[src/rtl/aud_seq_ctrl.sv]
// -----------------------------------------------------------------------------
// aud_seq_ctrl -- record/playback sequencer for an SRAM-backed audio recorder.
//
// Takes single-cycle key pulses and runs the recorder/player through
// IDLE/REC/REC_PAUSE/PLAY/PLAY_PAUSE/STOP. It emits one-cycle command pulses
// to the recorder and player, selects the SRAM owner and drives the SRAM
// write enable. It also latches the last recorded address so that playback
// knows where to end.
//
// All state updates happen on the falling edge of i_clk. i_rst_n is a
// synchronous, active-HIGH reset (the name is historical).
//
// Optional feature: define AUD_SEQ_TIMER_EN to build the elapsed-seconds
// timer. It counts falling edges of i_lrc while recording or playing. When
// the macro is not defined, o_seconds is tied to 0.
//
// Ports:
//   i_clk, i_rst_n                    clock (negedge active), sync reset (1 = reset)
//   i_key_rec/play/pause/stop         single-cycle command pulses
//   i_lrc                             codec frame clock (sampled on i_clk)
//   i_rec_addr, i_play_addr [19:0]    current recorder / player word address
//   o_rec_start/pause/stop            one-cycle recorder commands
//   o_play_start/pause/stop           one-cycle player commands
//   o_sram_sel                        0 = recorder owns SRAM, 1 = player
//   o_sram_we_n                       SRAM write enable, active low
//   o_end_addr [19:0]                 last recorded address
//   o_state [2:0], o_seconds [5:0]    FSM state, elapsed seconds
// -----------------------------------------------------------------------------
module aud_seq_ctrl #(
    parameter logic [19:0] MAX_ADDR        = 20'd1024000,
    parameter int          SAMPLES_PER_SEC = 32000
) (
    input  logic        i_clk,
    input  logic        i_rst_n,
    input  logic        i_key_rec,
    input  logic        i_key_play,
    input  logic        i_key_pause,
    input  logic        i_key_stop,
    input  logic        i_lrc,
    input  logic [19:0] i_rec_addr,
    input  logic [19:0] i_play_addr,
    output logic        o_rec_start,
    output logic        o_rec_pause,
    output logic        o_rec_stop,
    output logic        o_play_start,
    output logic        o_play_pause,
    output logic        o_play_stop,
    output logic        o_sram_sel,
    output logic        o_sram_we_n,
    output logic [19:0] o_end_addr,
    output logic [2:0]  o_state,
    output logic [5:0]  o_seconds
);

    localparam logic [2:0] S_IDLE       = 3'd0;
    localparam logic [2:0] S_REC        = 3'd1;
    localparam logic [2:0] S_REC_PAUSE  = 3'd2;
    localparam logic [2:0] S_PLAY       = 3'd3;
    localparam logic [2:0] S_PLAY_PAUSE = 3'd4;
    localparam logic [2:0] S_STOP       = 3'd5;

    // Bit positions inside the registered pulse vector
    localparam int P_REC_START  = 0;
    localparam int P_REC_PAUSE  = 1;
    localparam int P_REC_STOP   = 2;
    localparam int P_PLAY_START = 3;
    localparam int P_PLAY_PAUSE = 4;
    localparam int P_PLAY_STOP  = 5;

    logic [2:0]  state_q, state_d;
    logic [5:0]  pulse_q, pulse_d;
    logic [19:0] end_addr_q, end_addr_d;
    logic        start_new;   // fresh REC/PLAY from IDLE: restart elapsed time

    // A single winning command per cycle. Lower-priority keys that arrive
    // together with a higher one are dropped, even when the winner has no
    // effect in the current state.
    logic cmd_stop, cmd_pause, cmd_play, cmd_rec;
    assign cmd_stop  = i_key_stop;
    assign cmd_pause = !i_key_stop && i_key_pause;
    assign cmd_play  = !i_key_stop && !i_key_pause && i_key_play;
    assign cmd_rec   = !i_key_stop && !i_key_pause && !i_key_play && i_key_rec;

    always_comb begin
        state_d    = state_q;
        pulse_d    = '0;
        end_addr_d = end_addr_q;
        start_new  = 1'b0;
        case (state_q)
            S_IDLE: begin
                if (cmd_rec) begin
                    state_d              = S_REC;
                    pulse_d[P_REC_START] = 1'b1;
                    start_new            = 1'b1;
                end else if (cmd_play && end_addr_q != 20'd0) begin
                    // Playback needs a finished recording to play back
                    state_d               = S_PLAY;
                    pulse_d[P_PLAY_START] = 1'b1;
                    start_new             = 1'b1;
                end
            end
            S_REC: begin
                // Running out of SRAM behaves like a stop key
                if (cmd_stop || i_rec_addr >= MAX_ADDR) begin
                    state_d             = S_STOP;
                    pulse_d[P_REC_STOP] = 1'b1;
                    end_addr_d          = i_rec_addr;
                end else if (cmd_pause) begin
                    state_d              = S_REC_PAUSE;
                    pulse_d[P_REC_PAUSE] = 1'b1;
                end
            end
            S_REC_PAUSE: begin
                if (cmd_stop) begin
                    state_d             = S_STOP;
                    pulse_d[P_REC_STOP] = 1'b1;
                    end_addr_d          = i_rec_addr;
                end else if (cmd_pause || cmd_rec) begin
                    state_d              = S_REC;
                    pulse_d[P_REC_START] = 1'b1;
                end
            end
            S_PLAY: begin
                if (cmd_stop || i_play_addr >= end_addr_q) begin
                    state_d              = S_STOP;
                    pulse_d[P_PLAY_STOP] = 1'b1;
                end else if (cmd_pause) begin
                    state_d               = S_PLAY_PAUSE;
                    pulse_d[P_PLAY_PAUSE] = 1'b1;
                end
            end
            S_PLAY_PAUSE: begin
                if (cmd_stop) begin
                    state_d              = S_STOP;
                    pulse_d[P_PLAY_STOP] = 1'b1;
                end else if (cmd_pause || cmd_play) begin
                    state_d               = S_PLAY;
                    pulse_d[P_PLAY_START] = 1'b1;
                end
            end
            S_STOP:  state_d = S_IDLE;
            default: state_d = S_IDLE;
        endcase
    end

    always_ff @(negedge i_clk) begin
        if (i_rst_n) begin
            state_q    <= S_IDLE;
            pulse_q    <= '0;
            end_addr_q <= '0;
        end else begin
            state_q    <= state_d;
            pulse_q    <= pulse_d;
            end_addr_q <= end_addr_d;
        end
    end

    assign o_rec_start  = pulse_q[P_REC_START];
    assign o_rec_pause  = pulse_q[P_REC_PAUSE];
    assign o_rec_stop   = pulse_q[P_REC_STOP];
    assign o_play_start = pulse_q[P_PLAY_START];
    assign o_play_pause = pulse_q[P_PLAY_PAUSE];
    assign o_play_stop  = pulse_q[P_PLAY_STOP];

    assign o_state     = state_q;
    assign o_end_addr  = end_addr_q;
    assign o_sram_sel  = (state_q == S_PLAY) || (state_q == S_PLAY_PAUSE);
    assign o_sram_we_n = (state_q != S_REC);

`ifdef AUD_SEQ_TIMER_EN
    localparam int CW = (SAMPLES_PER_SEC > 1) ? $clog2(SAMPLES_PER_SEC) : 1;

    logic          lrc_q;
    logic          lrc_fall;
    logic [CW-1:0] frame_q;
    logic [5:0]    sec_q;

    assign lrc_fall = lrc_q && !i_lrc;

    // Frames only advance while audio is actually moving. Pause states
    // freeze the count, so a resume continues the same second.
    always_ff @(negedge i_clk) begin
        if (i_rst_n) begin
            lrc_q   <= 1'b0;
            frame_q <= '0;
            sec_q   <= '0;
        end else begin
            lrc_q <= i_lrc;
            if (start_new) begin
                frame_q <= '0;
                sec_q   <= '0;
            end else if (lrc_fall && (state_q == S_REC || state_q == S_PLAY)) begin
                if (frame_q == CW'(SAMPLES_PER_SEC - 1)) begin
                    frame_q <= '0;
                    if (sec_q != 6'd63) sec_q <= sec_q + 6'd1;
                end else begin
                    frame_q <= frame_q + CW'(1);
                end
            end
        end
    end

    assign o_seconds = sec_q;
`else
    logic unused_timer;
    assign unused_timer = ^{i_lrc, start_new, (SAMPLES_PER_SEC > 0)};
    assign o_seconds    = 6'd0;
`endif

endmodule

[config.mk]
export PLATFORM = sky130hd
export DESIGN_NAME = aud_seq_ctrl
export DESIGN_NICKNAME = d
export VERILOG_FILES = /design/src/rtl/aud_seq_ctrl.sv
export SDC_FILE = /design/constraint.sdc
export NUM_CORES = 1
export LEC_CHECK = 0
export ABC_CLOCK_PERIOD_IN_PS = 6900
export BUFFER_PORTS_ARGS = -buffer_cell sky130_fd_sc_hd__clkbuf_2
export CELL_PAD_IN_SITES_DETAIL_PLACEMENT = 1
export CELL_PAD_IN_SITES_GLOBAL_PLACEMENT = 1
export CORE_MARGIN = 2
export CORE_UTILIZATION = 36
export DETAILED_ROUTE_END_ITERATION = 8
export PLACE_DENSITY = 0.92
export SYNTH_ARGS = -nofsm -noshare
export SYNTH_HDL_FRONTEND = slang
export SYNTH_SLANG_ARGS = --single-unit
[constraint.sdc]
create_clock -name i_clk -period 6.9 [get_ports i_clk]
set_clock_uncertainty 0.15 [all_clocks]
set_input_delay 0.69 -clock i_clk [delete_from_list [all_inputs] [get_ports i_clk]]
set_output_delay 0.69 -clock i_clk [all_outputs]
set_load 0.01 [all_outputs]
==> results of run 1 <==
## worst paths after layout
check                   end      startpoint  slack (ns)
min reg2reg  o_end_addr[10]  o_end_addr[10]        0.40
min          o_end_addr[10]  o_end_addr[10]        0.40
max              o_state[2]  i_play_addr[2]        0.92
max reg2reg      o_state[2]   o_end_addr[2]        4.40
## layer usage
metal | routed length [µm] | share of wire
met3 | 261 | 0.043
met1 | 2190 | 0.36
met2 | 3410 | 0.57
met4 | 154 | 0.026
met5 | 0 | 0
## state kept, by name (all words and copies together) (netlist names)
name        count
pulse_q         6
o_end_addr     20
o_state         3
## Yosys cell counts, types with 2 or more instances
library cell	instances	area (µm²)
sky130_fd_sc_hd__buf_2	2	10.0
sky130_fd_sc_hd__buf_4	8	60.1
sky130_fd_sc_hd__o211a_1	2	20.0
sky130_fd_sc_hd__mux2i_1	20	200
sky130_fd_sc_hd__nor2_1	35	131
sky130_fd_sc_hd__a211o_1	2	17.5
sky130_fd_sc_hd__inv_1	22	82.6
sky130_fd_sc_hd__a21oi_1	13	65.1
sky130_fd_sc_hd__o21ai_0	5	25.0
sky130_fd_sc_hd__clkbuf_1	5	18.8
sky130_fd_sc_hd__ha_1	20	250
sky130_fd_sc_hd__or3_1	3	18.8
sky130_fd_sc_hd__a211oi_2	2	25.0
sky130_fd_sc_hd__nor3_1	3	15.0
sky130_fd_sc_hd__nor4_1	9	56.3
sky130_fd_sc_hd__nand3_1	5	25.0
sky130_fd_sc_hd__dfxtp_1	29	581
sky130_fd_sc_hd__buf_6	2	22.5
sky130_fd_sc_hd__nand2_1	17	63.8
sky130_fd_sc_hd__nor2b_1	3	18.8
## cell type report
| type | instances | area (µm²) |
|---|---|---|
| Fill cell | 673 | 2560 |
| Multi-Input combinational cell | 162 | 1100 |
| Sequential cell | 29 | 581 |
| Timing Repair Buffer | 77 | 388 |
| Clock inverter | 32 | 173 |
| Tap cell | 70 | 87.6 |
| Inverter | 22 | 82.6 |
| Clock buffer | 5 | 68.8 |
## worst reg2reg max path, cell delays in order (launching register included)
cell and delay (ns):
sky130_fd_sc_hd__dfxtp_1 0.35, sky130_fd_sc_hd__inv_1 0.06, sky130_fd_sc_hd__ha_1 0.30, sky130_fd_sc_hd__a211o_1 0.31, sky130_fd_sc_hd__a31oi_1 0.22, sky130_fd_sc_hd__o221ai_2 0.15, sky130_fd_sc_hd__a21oi_2 0.17, sky130_fd_sc_hd__o211ai_2 0.14
sky130_fd_sc_hd__o31a_4 0.33, sky130_fd_sc_hd__o211a_1 0.20
## kinds of logic after synthesis
| family | count (synthesis) | synth area share |
|---|---|---|
| flops | 29 | 0.312 |
| fa+ha+maj | 20 | 0.134 |
| other cells | 1 | 0.00201 |
| compound gates | 34 | 0.133 |
| simple gates | 82 | 0.205 |
| mux | 20 | 0.108 |
| buf+inv | 40 | 0.106 |
## power groups by stage
stage	sequential, mW	clock, mW	combinational [mW]
2_1_floorplan	0.240	0.0266	0.256
3_3_place_gp	0.248	0.0266	0.329
3_5_place_dp	0.251	0.0266	0.346
4_1_cts	0.250	0.297	0.354
5_1_grt	0.255	0.318	0.390
6_report	0.250	0.285	0.350
==> metrics.txt, run 1 <==
# TYPE chip_impl_metric gauge
chip_impl_metric{name="chipHeight",unit="µm"} 75.9
chip_impl_metric{name="post_detailed_route_wirelength_per_cell",unit="µm"} 15.2
chip_impl_metric{name="fin_setup_tns",unit="ns"} 0
chip_impl_metric{name="grt_remaining_overflow",unit=""} 0
chip_impl_metric{name="cts_inserted_buffers",unit=""} 5
chip_impl_metric{name="io_pins",unit=""} 84
chip_impl_metric{name="finalNonFillerCells",unit=""} 397
chip_impl_metric{name="synthesis.area",unit="µm²"} 1860
chip_impl_metric{name="h-tree-depth",unit=""} 2
chip_impl_metric{name="highest_ir_drop_seen_on_vdd",unit="V"} 0.000163
chip_impl_info{name="commonest_non_fill_non_tap_cells_in_the_layout",value="sky130_fd_sc_hd__clkbuf_2 (76), sky130_fd_sc_hd__inv_1 (51), sky130_fd_sc_hd__nor2_1 (35)"} 1
chip_impl_info{name="worst_path_max_delay_cell",value="sky130_fd_sc_hd__o31a_4"} 1
chip_impl_metric{name="final_hpwl_from_detailed_placement",unit="mm"} 4.30
chip_impl_metric{name="relSlewSlack",unit=""} 0.640
chip_impl_metric{name="first_global_vias",unit=""} 2190
chip_impl_metric{name="hold_depth",unit=""} 2
chip_impl_metric{name="async_reset_ff_frac",unit=""} 0
chip_impl_metric{name="avgSynthCellArea",unit="µm²"} 8.24
chip_impl_metric{name="yosysWarnings",unit=""} 0
chip_impl_metric{name="drt_iter0_markers",unit=""} 37
chip_impl_metric{name="ys_ff_latch",unit=""} 29
chip_impl_metric{name="cp_max_fo",unit=""} 4
chip_impl_metric{name="gpl.final_weighted_congestion",unit=""} 0.764
chip_impl_metric{name="post-route-worst-setup-slack",unit="ns"} 0.924
chip_impl_info{name="critical_path.startpoint_type",value="primary input"} 1
chip_impl_metric{name="synth-edff-count",unit=""} 0
chip_impl_metric{name="numPortBuffers",unit=""} 76
chip_impl_metric{name="layout-drive-gt1-share",unit=""} 0.287
chip_impl_metric{name="wp_buf_inv",unit=""} 1
chip_impl_info{name="critical_path_class",value="in -> reg"} 1
chip_impl_info{name="grt.busiest_layer",value="met2"} 1
chip_impl_metric{name="relative_contribution_of_sequential_cells_to_total_power",unit=""} 0.283
chip_impl_metric{name="detailedPlace.worstSlack",unit="ns"} 0.555
chip_impl_metric{name="power.density_cell_area",unit="nW/µm²"} 357
chip_impl_metric{name="number_of_hold_slack_violations_in_the_final_timing_report",unit=""} 0
chip_impl_metric{name="grt_use_total",unit=""} 0.222
chip_impl_metric{name="diodes",unit=""} 0
chip_impl_metric{name="area_delta_synth_final",unit="%"} 33.5
chip_impl_metric{name="cts_hold_buf",unit=""} 0
chip_impl_metric{name="worst_path_arrival_time",unit="ns"} 2.61
chip_impl_metric{name="width_of_the_die",unit="µm"} 75.9
chip_impl_metric{name="grtUsageMet2",unit=""} 0.423
chip_impl_info{name="cts_tree",value="built"} 1
chip_impl_info{name="run_status",value="completed"} 1
chip_impl_metric{name="grt_max_degree",unit=""} 26
chip_impl_metric{name="placeableCoreArea",unit="µm²"} 5040
chip_impl_metric{name="viasPerCell",unit=""} 4.95
chip_impl_metric{name="initial_utilization",unit=""} 0.369
chip_impl_metric{name="antenna_left",unit=""} 0
chip_impl_metric{name="cts_num_sinks",unit=""} 29
chip_impl_metric{name="grt_pass1_wl",unit="mm"} 9.98
chip_impl_info{name="hp-class",value="reg -> reg"} 1
chip_impl_metric{name="number_of_placed_instances_taps_included",unit=""} 361
chip_impl_metric{name="synth.yosys.seq_area_share",unit=""} 0.312
chip_impl_metric{name="final_util",unit=""} 0.493
chip_impl_metric{name="power.clock.fraction",unit=""} 0.322
chip_impl_metric{name="detail_route.drc_violations",unit=""} 0
chip_impl_metric{name="timing.critical_path.depth",unit=""} 9
chip_impl_metric{name="final_area",unit="µm²"} 2480
chip_impl_metric{name="drt-total-wl",unit="mm"} 6.02
chip_impl_metric{name="die_area",unit="µm²"} 5760
chip_impl_metric{name="antenna_violations_before_repair",unit=""} 0
chip_impl_metric{name="groute.layer.met3.usage",unit=""} 0.0607
chip_impl_metric{name="placementRows",unit=""} 26
chip_impl_metric{name="critical_path.max_stage_delay",unit="ns"} 0.33
chip_impl_metric{name="cts.repair.resized",unit=""} 0
chip_impl_metric{name="syn_inst",unit=""} 226
chip_impl_metric{name="power.leakage",unit="nW"} 1.27
chip_impl_metric{name="post-cts-setup-buffer-count",unit=""} 0
chip_impl_metric{name="grt_use_met1",unit=""} 0.205
chip_impl_metric{name="dr.pass1.iters",unit=""} 4
chip_impl_metric{name="p_switching",unit="µW"} 364
chip_impl_metric{name="power.share.combinational",unit=""} 0.395
chip_impl_info{name="setup_repair_after_global_routing_missed_its_margin",value="false"} 1
chip_impl_info{name="critical_path.top_delay_family",value="compound AO/OA/AOI/OAI gates"} 1
chip_impl_metric{name="max-clock-path-buffers",unit=""} 2
chip_impl_metric{name="clk_pin_slew_worst_paths",unit="ns"} 0.03
chip_impl_metric{name="worst_pin_slew",unit="ns"} 0.536
chip_impl_metric{name="finalMaxSlewViolations",unit=""} 0
chip_impl_metric{name="clock_insertion_delay_worst_skew",unit="ns"} 0.37
chip_impl_info{name="layout_commonest_cell",value="sky130_fd_sc_hd__clkbuf_2"} 1
chip_impl_metric{name="max_cap_violations",unit=""} 0
chip_impl_metric{name="post-layout-total-power",unit="µW"} 886
chip_impl_metric{name="r2r.worst_path.cells",unit=""} 9
chip_impl_metric{name="netSwitchingFraction",unit=""} 0.411
chip_impl_info{name="main_synth_ff_type",value="sky130_fd_sc_hd__dfxtp_1"} 1
chip_impl_info{name="worstPathCellList",value="clkbuf_2 -> ha_1 -> a211o_1 -> a31oi_1 -> o221ai_2 -> a21oi_2 -> o211ai_2 -> o31a_4 -> o211a_1"} 1
chip_impl_metric{name="power_report.internal_total",unit="µW"} 522
chip_impl_metric{name="dpl-instance-area",unit="µm²"} 2250
chip_impl_metric{name="detailroute.via_count",unit=""} 1966
chip_impl_info{name="cts_root_buf",value="sky130_fd_sc_hd__clkbuf_8"} 1
chip_impl_metric{name="fin_hold_ws",unit="ns"} 0.396
chip_impl_metric{name="finalSetupViolCount",unit=""} 0
chip_impl_metric{name="critical_path_required",unit="ns"} 3.53
chip_impl_metric{name="num-nets-final",unit=""} 393
chip_impl_info{name="timing.critical_path.to_type",value="flop"} 1
chip_impl_metric{name="ys_types",unit=""} 39
Note: power is estimated with default switching activity, not from simulation.
==> inputs of run 2 (changes only) <==
- ABC_CLOCK_PERIOD_IN_PS: 6900 -> 6300
- CORE_UTILIZATION: 36 -> 33
- PLACE_DENSITY: 0.92 -> 0.86
- clock period: 6.9 -> 6.3 ns (I/O delays scaled with it)
==> metrics.txt, run 2 (synthesized netlist as in run 1, its figures left out) <==
# TYPE chip_impl_metric gauge
chip_impl_metric{name="grt_use_total",unit=""} 0.186
chip_impl_metric{name="cts_inserted_buffers",unit=""} 5
chip_impl_metric{name="final_hpwl_from_detailed_placement",unit="mm"} 4.17
chip_impl_metric{name="cp_max_fo",unit=""} 4
chip_impl_metric{name="post-cts-setup-buffer-count",unit=""} 0
chip_impl_metric{name="final.fill_count",unit=""} 734
chip_impl_metric{name="antenna_violations_before_repair",unit=""} 0
chip_impl_metric{name="chipHeight",unit="µm"} 79.1
chip_impl_metric{name="fin_setup_tns",unit="ns"} 0
chip_impl_metric{name="grt_max_degree",unit=""} 26
chip_impl_metric{name="dr.pass1.iters",unit=""} 4
chip_impl_metric{name="relSlewSlack",unit=""} 0.610
chip_impl_metric{name="number_of_hold_slack_violations_in_the_final_timing_report",unit=""} 0
chip_impl_metric{name="final-seq-area",unit="µm²"} 581
chip_impl_metric{name="viasPerCell",unit=""} 4.80
chip_impl_info{name="commonest_non_fill_non_tap_cells_in_the_layout",value="sky130_fd_sc_hd__clkbuf_2 (76), sky130_fd_sc_hd__inv_1 (50), sky130_fd_sc_hd__nor2_1 (35)"} 1
chip_impl_metric{name="first_global_vias",unit=""} 2021
chip_impl_metric{name="detailroute.via_count",unit=""} 1914
chip_impl_info{name="setup_repair_after_global_routing_missed_its_margin",value="false"} 1
chip_impl_metric{name="power.leakage",unit="nW"} 1.25
chip_impl_metric{name="grt_pass1_wl",unit="mm"} 9.11
chip_impl_metric{name="dpl-instance-area",unit="µm²"} 2250
chip_impl_metric{name="grt_remaining_overflow",unit=""} 0
chip_impl_metric{name="power.density_cell_area",unit="nW/µm²"} 362
chip_impl_metric{name="area_delta_synth_final",unit="%"} 31.6
chip_impl_metric{name="h-tree-depth",unit=""} 2
chip_impl_metric{name="detail_route.drc_violations",unit=""} 0
chip_impl_metric{name="cts_num_sinks",unit=""} 29
chip_impl_metric{name="max_cap_violations",unit=""} 0
chip_impl_metric{name="num-nets-final",unit=""} 393
chip_impl_metric{name="worst_path_arrival_time",unit="ns"} 2.46
chip_impl_info{name="cts_root_buf",value="sky130_fd_sc_hd__clkbuf_8"} 1
chip_impl_metric{name="gpl.final_weighted_congestion",unit=""} 0.876
chip_impl_metric{name="cts_hold_buf",unit=""} 0
chip_impl_metric{name="io_pins",unit=""} 84
chip_impl_metric{name="antenna_left",unit=""} 0
chip_impl_metric{name="multiInputGateArea",unit="µm²"} 1100
chip_impl_metric{name="layout-drive-gt1-share",unit=""} 0.291
chip_impl_metric{name="finalMaxSlewViolations",unit=""} 0
chip_impl_metric{name="largest_register_ffs",unit=""} 20
chip_impl_info{name="timing.critical_path.to_type",value="flop"} 1
chip_impl_metric{name="final_area",unit="µm²"} 2450
chip_impl_info{name="critical_path_class",value="in -> reg"} 1
chip_impl_metric{name="cts.repair.resized",unit=""} 0
chip_impl_metric{name="numPortBuffers",unit=""} 76
chip_impl_metric{name="critical_path_required",unit="ns"} 3.23
chip_impl_metric{name="width_of_the_die",unit="µm"} 79.1
chip_impl_info{name="run_status",value="completed"} 1
chip_impl_info{name="critical_path.startpoint_type",value="primary input"} 1
chip_impl_info{name="layout_commonest_cell",value="sky130_fd_sc_hd__clkbuf_2"} 1
chip_impl_metric{name="worst_pin_slew",unit="ns"} 0.585
chip_impl_metric{name="drt-total-wl",unit="mm"} 5.47
chip_impl_info{name="hp-class",value="reg -> reg"} 1
chip_impl_metric{name="diodes",unit=""} 0
chip_impl_metric{name="highest_ir_drop_seen_on_vdd",unit="V"} 0.000124
chip_impl_metric{name="placeableCoreArea",unit="µm²"} 5470
chip_impl_metric{name="max-clock-path-buffers",unit=""} 2
chip_impl_metric{name="die_area",unit="µm²"} 6260
chip_impl_metric{name="clock_insertion_delay_worst_skew",unit="ns"} 0.36
chip_impl_metric{name="placementRows",unit=""} 27
chip_impl_metric{name="drt_iter0_markers",unit=""} 57
chip_impl_metric{name="finalSetupViolCount",unit=""} 0
chip_impl_metric{name="initial_utilization",unit=""} 0.340
chip_impl_metric{name="clk_pin_slew_worst_paths",unit="ns"} 0.03
chip_impl_metric{name="post_detailed_route_wirelength_per_cell",unit="µm"} 13.7
chip_impl_info{name="cts_tree",value="built"} 1
[run 2: cell types whose count changed in the layout (fill, tap and decap cells not counted)]
cell | previous run | this run
sky130_fd_sc_hd__inv_1 | 51 | 50
sky130_fd_sc_hd__bufinv_16 | 2 | 0
sky130_fd_sc_hd__clkinv_4 | 0 | 3
[run 2: path summary, 6_finish.rpt]
check | to | slack, ns | startpoint | cells after the start
setup / recovery | o_state[2] | 0.77 | i_play_addr[2] | 9
hold / removal | o_end_addr[3] | 0.39 | o_end_addr[3] | 2
setup reg to reg | o_state[2] | 3.87 | o_end_addr[2] | 9
hold reg to reg | o_end_addr[3] | 0.39 | o_end_addr[3] | 2
[run 2: cell type report]
type                       instances  area share
tap                               72      0.0368
clock inverter                    32      0.0552
multi-input combinational        162       0.451
sequential                        29       0.237
clock buffer                       5      0.0281
inverter                          22      0.0337
timing repair buffer              77       0.158
[run 2: worst max-delay path, stage by stage]
cell                       delay [ns]
sky130_fd_sc_hd__clkbuf_2        0.09
sky130_fd_sc_hd__ha_1            0.30
sky130_fd_sc_hd__a211o_1         0.29
sky130_fd_sc_hd__a31oi_1         0.17
sky130_fd_sc_hd__o221ai_2        0.13
sky130_fd_sc_hd__a21oi_2         0.19
sky130_fd_sc_hd__o211ai_2        0.15
sky130_fd_sc_hd__o31a_4          0.32
sky130_fd_sc_hd__o211a_1         0.20
[run 2: layer usage]
metal / global-route usage / wire length (µm) / vias to the layer above
met1: 0.210 / 2320 / 898
met2: 0.312 / 2820 / 52
li1: - / - / 960
met5: 0 / 0 / -
met3: 0.0716 / 296 / 4
met4: 0.0793 / 33 / 0
[run 2: report_power, final]
group | internal (mW) | switching [mW]
sequential | 0.220 | 0.0528
combinational | 0.170 | 0.210
clock | 0.104 | 0.131
[run 2: metrics by stage]
step / hold slack (ns) / power (mW) / instances / utilization / worst slack (ns)
after floorplan: 0.405 / 0.573 / 231 / - / 0.679
after global placement: 0.385 / 0.665 / 363 / 0.411 / 0.441
after detailed placement: 0.390 / 0.683 / 363 / 0.411 / 0.401
after CTS: 0.398 / 0.906 / 399 / 0.448 / 0.754
after global routing: 0.427 / 0.979 / 399 / 0.448 / 0.618
final: 0.393 / 0.887 / 399 / 0.448 / 0.765
==> inputs of run 3 (changes only) <==
- CORE_MARGIN: 2 -> 4
==> metrics.txt, run 3 (synthesized netlist as in run 1, its figures left out) <==
# TYPE chip_impl_metric gauge
chip_impl_metric{name="placeableCoreArea",unit="µm²"} 5470
chip_impl_metric{name="finalSetupViolCount",unit=""} 0
chip_impl_metric{name="worst_path_arrival_time",unit="ns"} 2.46
chip_impl_info{name="cts_root_buf",value="sky130_fd_sc_hd__clkbuf_8"} 1
chip_impl_metric{name="clock_insertion_delay_worst_skew",unit="ns"} 0.35
chip_impl_metric{name="power_report.internal_total",unit="µW"} 488
chip_impl_metric{name="max_cap_violations",unit=""} 0
chip_impl_info{name="setup_repair_after_global_routing_missed_its_margin",value="false"} 1
chip_impl_metric{name="final_util",unit=""} 0.444
chip_impl_metric{name="initial_utilization",unit=""} 0.340
chip_impl_metric{name="largest_register_ffs",unit=""} 20
chip_impl_metric{name="chipHeight",unit="µm"} 83.1
chip_impl_metric{name="io_pins",unit=""} 84
chip_impl_metric{name="netSwitchingFraction",unit=""} 0.439
chip_impl_metric{name="max-clock-path-buffers",unit=""} 2
chip_impl_info{name="r2r-end",value="o_state[2]"} 1
chip_impl_metric{name="post-cts-setup-buffer-count",unit=""} 0
chip_impl_info{name="holdPathEnd",value="o_end_addr[10]"} 1
chip_impl_metric{name="die_area",unit="µm²"} 6910
chip_impl_info{name="timing.critical_path.to_type",value="flop"} 1
chip_impl_metric{name="r2r.worst_path.cells",unit=""} 9
chip_impl_metric{name="clk_pin_slew_worst_paths",unit="ns"} 0.03
chip_impl_metric{name="numPortBuffers",unit=""} 76
chip_impl_info{name="min-delay-start",value="o_end_addr[10]"} 1
chip_impl_info{name="run_status",value="completed"} 1
chip_impl_metric{name="grt_pass1_wl",unit="mm"} 9.49
chip_impl_metric{name="layout-drive-gt1-share",unit=""} 0.285
chip_impl_metric{name="cts_num_sinks",unit=""} 29
chip_impl_metric{name="grt_max_degree",unit=""} 26
chip_impl_metric{name="viasPerCell",unit=""} 4.82
chip_impl_metric{name="power.clock.fraction",unit=""} 0.249
chip_impl_metric{name="antenna_left",unit=""} 0
chip_impl_metric{name="finalMaxSlewViolations",unit=""} 0
chip_impl_info{name="regToRegStartpoint",value="o_end_addr[2]"} 1
chip_impl_metric{name="critical_path_required",unit="ns"} 3.22
chip_impl_metric{name="drt-total-wl",unit="mm"} 5.64
chip_impl_metric{name="fin_setup_tns",unit="ns"} 0
chip_impl_metric{name="h-tree-depth",unit=""} 2
chip_impl_metric{name="gpl.final_weighted_congestion",unit=""} 0.819
chip_impl_metric{name="cts_hold_buf",unit=""} 0
chip_impl_metric{name="timing.reg2reg.setup_slack",unit="ns"} 3.88
chip_impl_metric{name="detail_route.drc_violations",unit=""} 0
chip_impl_metric{name="grt_use_total",unit=""} 0.168
chip_impl_info{name="critical_path_class",value="in -> reg"} 1
chip_impl_metric{name="placementRows",unit=""} 27
chip_impl_metric{name="power.leakage",unit="nW"} 1.24
chip_impl_info{name="commonest_non_fill_non_tap_cells_in_the_layout",value="sky130_fd_sc_hd__clkbuf_2 (76), sky130_fd_sc_hd__inv_1 (51), sky130_fd_sc_hd__nor2_1 (35)"} 1
chip_impl_metric{name="number_of_placed_instances_taps_included",unit=""} 363
chip_impl_metric{name="power.density_cell_area",unit="nW/µm²"} 357
chip_impl_metric{name="width_of_the_die",unit="µm"} 83.1
chip_impl_metric{name="dr.pass1.iters",unit=""} 4
chip_impl_metric{name="cts_inserted_buffers",unit=""} 5
chip_impl_metric{name="drt_iter0_markers",unit=""} 43
chip_impl_info{name="cts_tree",value="built"} 1
chip_impl_metric{name="post_detailed_route_wirelength_per_cell",unit="µm"} 14.2
chip_impl_metric{name="relSlewSlack",unit=""} 0.626
chip_impl_metric{name="hold_depth",unit=""} 2
chip_impl_metric{name="antenna_violations_before_repair",unit=""} 0
chip_impl_metric{name="number_of_hold_slack_violations_in_the_final_timing_report",unit=""} 0
chip_impl_metric{name="detailedPlace.worstSlack",unit="ns"} 0.420
chip_impl_metric{name="power.share.combinational",unit=""} 0.437
chip_impl_metric{name="worst_pin_slew",unit="ns"} 0.556
chip_impl_metric{name="final_hpwl_from_detailed_placement",unit="mm"} 4.29
chip_impl_metric{name="grt_remaining_overflow",unit=""} 0
chip_impl_metric{name="p_switching",unit="µW"} 382
chip_impl_metric{name="num-nets-final",unit=""} 393
chip_impl_metric{name="relative_contribution_of_sequential_cells_to_total_power",unit=""} 0.314
chip_impl_metric{name="detailroute.via_count",unit=""} 1917
chip_impl_metric{name="diodes",unit=""} 0
chip_impl_metric{name="post-route-worst-setup-slack",unit="ns"} 0.761
chip_impl_info{name="critical_path.startpoint_type",value="primary input"} 1
chip_impl_metric{name="cts.repair.resized",unit=""} 0
chip_impl_metric{name="highest_ir_drop_seen_on_vdd",unit="V"} 0.000122
chip_impl_metric{name="cp_max_fo",unit=""} 4
chip_impl_info{name="layout_commonest_cell",value="sky130_fd_sc_hd__clkbuf_2"} 1
chip_impl_metric{name="first_global_vias",unit=""} 2141
chip_impl_info{name="hp-class",value="reg -> reg"} 1
chip_impl_metric{name="finalNonFillerCells",unit=""} 398
chip_impl_metric{name="area_delta_synth_final",unit="%"} 30.6
==> run 3: changes by cell type in the layout (fill, tap and decap cells not counted), sizes merged <==
cell / delta
clkinv: -3
clkinvlp: +1
inv: +1
==> run 3: worst max-delay path by stage <==
stage,start,endpoint,slack [ns],cells past startpoint
finish,i_play_addr[2],o_state[2],0.76,9
global route,o_state[0],o_sram_sel,0.64,4
CTS,i_play_addr[2],o_state[2],0.75,9
detailed placement,i_play_addr[2],o_state[2],0.42,9
global placement,i_play_addr[2],o_state[2],0.43,9
floorplan,i_play_addr[2],o_state[2],0.68,8
==> run 3: metrics by stage <==
stage | power (mW) | hold WS, ns | instance area (µm²)
finish | 0.870 | 0.397 | 2430
global route | 0.961 | 0.433 | 2430
CTS | 0.888 | 0.401 | 2430
detailed placement | 0.684 | 0.397 | 2250
global placement | 0.667 | 0.382 | 2250
floorplan | 0.573 | 0.405 | 1880
==> run 3: cell type report <==
class / instances / area, µm²
Inverter: 22 / 82.6
Multi-Input combinational cell: 162 / 1100
Tap cell: 72 / 90.1
Timing Repair Buffer: 77 / 388
Clock inverter: 31 / 118
Sequential cell: 29 / 581
Fill cell: 749 / 3040
Clock buffer: 5 / 68.8
==> run 3: critical path: stages <==
cell and delay (ns):
sky130_fd_sc_hd__clkbuf_2 0.08, sky130_fd_sc_hd__ha_1 0.30, sky130_fd_sc_hd__a211o_1 0.29, sky130_fd_sc_hd__a31oi_1 0.18, sky130_fd_sc_hd__o221ai_2 0.14, sky130_fd_sc_hd__a21oi_2 0.17
sky130_fd_sc_hd__o211ai_2 0.15, sky130_fd_sc_hd__o31a_4 0.32, sky130_fd_sc_hd__o211a_1 0.20
==> run 3: routing by layer <==
layer	global-route usage	routed length, µm	up-vias
met5	0	0	-
met4	0.0743	53	0
met3	0.0744	358	7
met2	0.297	2970	56
met1	0.170	2260	891
li1	-	-	963
==> run 3: power groups by stage <==
stage | Sequential [mW] | Combinational (mW) | Clock, mW
2_1_floorplan | 0.263 | 0.280 | 0.0291
3_3_place_gp | 0.272 | 0.366 | 0.0291
3_5_place_dp | 0.274 | 0.380 | 0.0291
4_1_cts | 0.272 | 0.387 | 0.229
5_1_grt | 0.279 | 0.430 | 0.252
6_report | 0.273 | 0.380 | 0.217
